### src/rtl/game_over_ctl.sv
// Game-over controller: tracks lives, owns the frame-aligned 'over' select for the
// VGA stream mux, blinks the game-over text and issues game restart pulses.
module game_over_ctl #(
    parameter int unsigned LIVES        = 3,
    parameter int unsigned HOLD_FRAMES  = 180,
    parameter int unsigned BLINK_FRAMES = 30
) (
    input  logic                       clk,
    input  logic                       rst,
    input  logic                       vblnk_i,
    input  logic                       catch_i,
    input  logic                       restart_i,
    output logic                       over_o,
    output logic                       text_en_o,
    output logic [$clog2(LIVES+1)-1:0] lives_o,
    output logic                       game_rst_o
);

    localparam int unsigned LW = $clog2(LIVES + 1);
    localparam int unsigned FW = (HOLD_FRAMES  > 1) ? $clog2(HOLD_FRAMES)  : 1;
    localparam int unsigned BW = (BLINK_FRAMES > 1) ? $clog2(BLINK_FRAMES) : 1;

    typedef enum logic [2:0] {
        S_PLAY,
        S_DIE_WAIT,
        S_OVER,
        S_READY,
        S_RESTART
    } state_t;

    state_t          state_q;
    logic            vblnk_q;
    logic            over_q;
    logic            text_en_q;
    logic [LW-1:0]   lives_q;
    logic            game_rst_q;
    logic [FW-1:0]   frame_cnt_q;
    logic [BW-1:0]   blink_cnt_q;
    logic            tick;

    // Frame tick on the first cycle of vblank; every 'over' change is gated by it.
    assign tick = vblnk_i & ~vblnk_q;

    always_ff @(posedge clk) begin
        if (rst) begin
            state_q     <= S_PLAY;
            vblnk_q     <= 1'b0;
            over_q      <= 1'b0;
            text_en_q   <= 1'b0;
            lives_q     <= LW'(LIVES);
            game_rst_q  <= 1'b0;
            frame_cnt_q <= '0;
            blink_cnt_q <= '0;
        end else begin
            vblnk_q    <= vblnk_i;
            game_rst_q <= 1'b0;
            case (state_q)
                S_PLAY: begin
                    if (catch_i) begin
                        if (lives_q > LW'(1)) begin
                            lives_q    <= lives_q - LW'(1);
                            // Back-to-back catches must not stretch the respawn pulse.
                            game_rst_q <= ~game_rst_q;
                        end else begin
                            lives_q <= '0;
                            state_q <= S_DIE_WAIT;
                        end
                    end
                end
                S_DIE_WAIT: begin
                    if (tick) begin
                        over_q      <= 1'b1;
                        text_en_q   <= 1'b1;
                        frame_cnt_q <= FW'(HOLD_FRAMES - 1);
                        blink_cnt_q <= BW'(BLINK_FRAMES - 1);
                        state_q     <= S_OVER;
                    end
                end
                S_OVER: begin
                    if (tick) begin
                        if (blink_cnt_q == '0) begin
                            text_en_q   <= ~text_en_q;
                            blink_cnt_q <= BW'(BLINK_FRAMES - 1);
                        end else begin
                            blink_cnt_q <= blink_cnt_q - BW'(1);
                        end
                        // End of hold wins over the blink toggle: text stays on in READY.
                        if (frame_cnt_q == '0) begin
                            text_en_q <= 1'b1;
                            state_q   <= S_READY;
                        end else begin
                            frame_cnt_q <= frame_cnt_q - FW'(1);
                        end
                    end
                end
                S_READY: begin
                    if (restart_i) begin
                        state_q <= S_RESTART;
                    end
                end
                S_RESTART: begin
                    if (tick) begin
                        over_q     <= 1'b0;
                        text_en_q  <= 1'b0;
                        lives_q    <= LW'(LIVES);
                        game_rst_q <= 1'b1;
                        state_q    <= S_PLAY;
                    end
                end
                default: state_q <= S_PLAY;
            endcase
        end
    end

    assign over_o     = over_q;
    assign text_en_o  = text_en_q;
    assign lives_o    = lives_q;
    assign game_rst_o = game_rst_q;

endmodule
### config.mk
export PLATFORM = sky130hd
export DESIGN_NAME = game_over_ctl
export DESIGN_NICKNAME = d
export VERILOG_FILES = /design/src/rtl/game_over_ctl.sv
export SDC_FILE = /design/constraint.sdc
export NUM_CORES = 1
export LEC_CHECK = 0
export BUFFER_PORTS_ARGS = -buffer_cell sky130_fd_sc_hd__buf_2
export CORE_MARGIN = 2
export CORE_UTILIZATION = 45
export CTS_BUF_LIST = sky130_fd_sc_hd__clkbuf_8
export DETAILED_ROUTE_END_ITERATION = 10
export PLACE_DENSITY = 0.62
export SYNTH_ARGS = -nofsm -noshare
export SYNTH_HDL_FRONTEND = slang
export SYNTH_SLANG_ARGS = --single-unit
### constraint.sdc
create_clock -name clk -period 2.2 [get_ports clk]
set_input_delay 0.44 -clock clk [delete_from_list [all_inputs] [get_ports clk]]
set_output_delay 0.44 -clock clk [all_outputs]
set_load 0.005 [all_outputs]
==> flow_summary.ini <==
[outcome]
status = finished clean

[clock_network]
cts-root-buf = clkbuf_8
cts.sinks = 22
clk_pin_slew_ns = 0.08
numCtsBuffers = 3
h-tree-depth = 1
cts_tree = built
cts_hold_buf = 0
cts.repair.resized = 0
cts_buffer_depth = 2
insertion_delay_ns = 0.27
post_cts_buffers = 0

[floorplanning]
ios = 10
fp.dieH_um = 57.4
die_w_um = 57.4
rows = 19
start_util_pct = 46.9
fp.coreArea_mm2 = 0.00273
dieArea_mm2 = 0.00329

[pwr]
power.density_mw_per_mm2 = 1120
power_switching_share_pct = 39.7
p_sw_uw = 622
p_int_uw = 946
p_leak_uw = 0.000557
peakVddDrop_mv = 0.506
clkPwrFrac_pct = 18.9
p_seq_share_pct = 38.3
power.share.combinational_pct = 42.8
p_total_uw = 1570

[layout]
regArea_um2 = 440
fill_cells = 270
drive_above_1_share_pct = 16.2
antenna_cells = 0
fin_nets = 163
area_delta_synth_final_pct = 8.89
layout_common_cells = 22 x dfxtp_1, 11 x inv_1, 11 x nand2_1
multi_input_area_um2 = 759
mostFrequentLayoutCell = dfxtp_1

[timing]
clock_skew_ns = 0.00132
timing.final.crit_share_pct = 84.1
fin_crit_ns = 1.85
max_freq_ghz = 0.541
slew_headroom_pct = 67.8
final_hold_viol_count = 0
worst_pin_slew_ns = 0.483
rsz0062_at_grt = false
setup_viol = 0
fin_tns_setup_ns = 0
slew_viol_final = 0

[placement]
place.gp.congestion = 0.892
hpwl_um = 2040
io_buffers = 9

[logic_synthesis]
syn_area_mm2 = 0.00128
synth_async_sr_flop_share_pct = 0
ys.flop_type = dfxtp_1
synth_warnings = 0
ys_ff_latch = 22
syn_nets = 155
synth_edf_count = 0
syn_inst = 147
avgSynthCellArea_um2 = 8.72
ys_types = 52
synth.yosys.seq_area_share_pct = 34.4

[critical_path]
cp.buffers_inverters = 1
critPathCaptureType = flop
critPathMaxFanout = 5
crit_type = reg2reg
cp_slowest_cell = a2111oi_1
crit_path_max_incr_delay_ns = 0.48
cp.required_ns = 2.40
start_kind = flop
arrival_ns = 2.05
path_delay_family = compound AO/OA/AOI/OAI gates
crit_path_cell_trace = inv_1, ha_1, or3b_1, o211ai_2, a2111oi_1, mux2i_1

[worst_hold_path]
hold_path.class = in2reg

[global_routing]
antenna_found_initial = 0
grt_pass1_wl_um = 4750
grt_usage_pct = 18.4
grt_overflow = 0
grt_start_max_net_pins = 20
grt_pass1_vias = 1063

[route]
num_vias = 1099
routed_wl_um = 2720
drc = 0
post_drt_wl_per_cell_um = 14.7
drtIter0Drc = 42
dr.pass1.iters = 4
viasPerCell = 5.94
antenna_left = 0

[run]
cap_violations = 0
[through the flow]
step / area (um2) / hold slack, ns / std cells / setup WS [ns] / util, %
after floorplan: 1280 / 0.439 / 147 / 0.510 / -
after global placement: 1340 / 0.450 / 181 / 0.400 / 49.0
after detailed placement: 1340 / 0.464 / 181 / 0.366 / 49.0
after CTS: 1400 / 0.421 / 185 / 0.347 / 51.0
after global routing: 1400 / 0.459 / 185 / 0.189 / 51.0
final: 1400 / 0.429 / 185 / 0.350 / 51.0
[per-layer routing]
layer	up-vias	global-route usage [%]	share of wire (%)
li1	556	-	-
met1	510	25.1	49
met2	29	27.3	44
met3	4	4.08	5.4
met4	0	9.30	1.4
met5	-	0	0
[synthesized netlist by cell type, drive strengths merged, types with 2 or more instances]
cell type	number	area [um2]
dfxtp	22	440
nand2	12	47.6
inv	11	41.3
nor2	8	30.0
a21oi	7	35.0
clkbuf	5	18.8
nor3	5	25.0
a211oi	4	35.0
and3	4	25.0
nand3	4	20.0
nor2b	4	25.0
o211ai	4	35.0
o21ai	4	20.0
o31ai	4	30.0
a31oi	3	18.8
buf	3	21.3
ha	3	37.5
mux2i	3	30.0
nand2b	3	18.8
nor3b	3	38.8
nor4	3	33.8
or4	3	26.3
a2bb2oi	2	17.5
a311oi	2	17.5
nand4	2	18.8
or3b	2	20.0
xnor2	2	17.5
xor2	2	25.0
[kinds of logic (layout without fill, tap and decap cells)]
| kind of cell | Yosys count | in the layout | synth area share, % |
|---|---|---|---|
| and+or+nand+nor | 57 | 57 | 28.1 |
| adders and majority gates | 3 | 3 | 2.93 |
| DFF | 22 | 22 | 34.4 |
| AOI/OAI and AO/OA | 38 | 38 | 21.7 |
| buffers and inverters | 19 | 26 | 6.35 |
| xor gates and xnor gates | 4 | 4 | 3.32 |
| muxes | 4 | 4 | 3.22 |
[cell type report]
class,instances,area share [%]
multi-input cells,106,54.4
flip-flops and latches,22,31.6
repair buffers,11,4.30
clock buffers,4,3.95
inverters,11,2.96
well taps,31,2.78
[path summary, 6_finish.rpt]
path / from / to / slack, ns / cells past startpoint
worst max-delay path: frame_cnt_q[0]$_SDFFE_PP0P_ / frame_cnt_q[3]$_SDFFE_PP0P_ / 0.35 / 6
worst min register to register: blink_cnt_q[4]$_SDFFE_PP0P_ / blink_cnt_q[4]$_SDFFE_PP0P_ / 0.48 / 2
worst max register to register: frame_cnt_q[0]$_SDFFE_PP0P_ / frame_cnt_q[3]$_SDFFE_PP0P_ / 0.35 / 6
worst min-delay path: vblnk_i / vblnk_q$_SDFF_PP0_ / 0.43 / 2
[power by group through the flow]
| stage | sequential [uW] | combinational [uW] | clock (uW) |
|---|---|---|---|
| 2_1_floorplan | 565 | 560 | 0 |
| 3_3_place_gp | 601 | 657 | 0 |
| 3_5_place_dp | 606 | 667 | 0 |
| 4_1_cts | 597 | 670 | 303 |
| 5_1_grt | 617 | 755 | 315 |
| 6_report | 600 | 671 | 296 |
[sequential cells by signal, summed over array words and instances (netlist names)]
register / flops
frame_cnt_q: 8
blink_cnt_q: 5
state_q: 3
lives_o: 2
game_rst_o: 1
over_o: 1
text_en_o: 1
vblnk_q: 1
[worst reg2reg max path: cells and delay by family (launching register included)]
kind | cells | cell delay (ns)
and+or+nand+nor | 1 | 0.25
AOI/OAI and AO/OA | 2 | 0.61
adders and majority gates | 1 | 0.21
DFF | 1 | 0.39
buffers and inverters | 1 | 0.10
muxes | 1 | 0.23
Note: power is estimated with default switching activity, not from simulation.
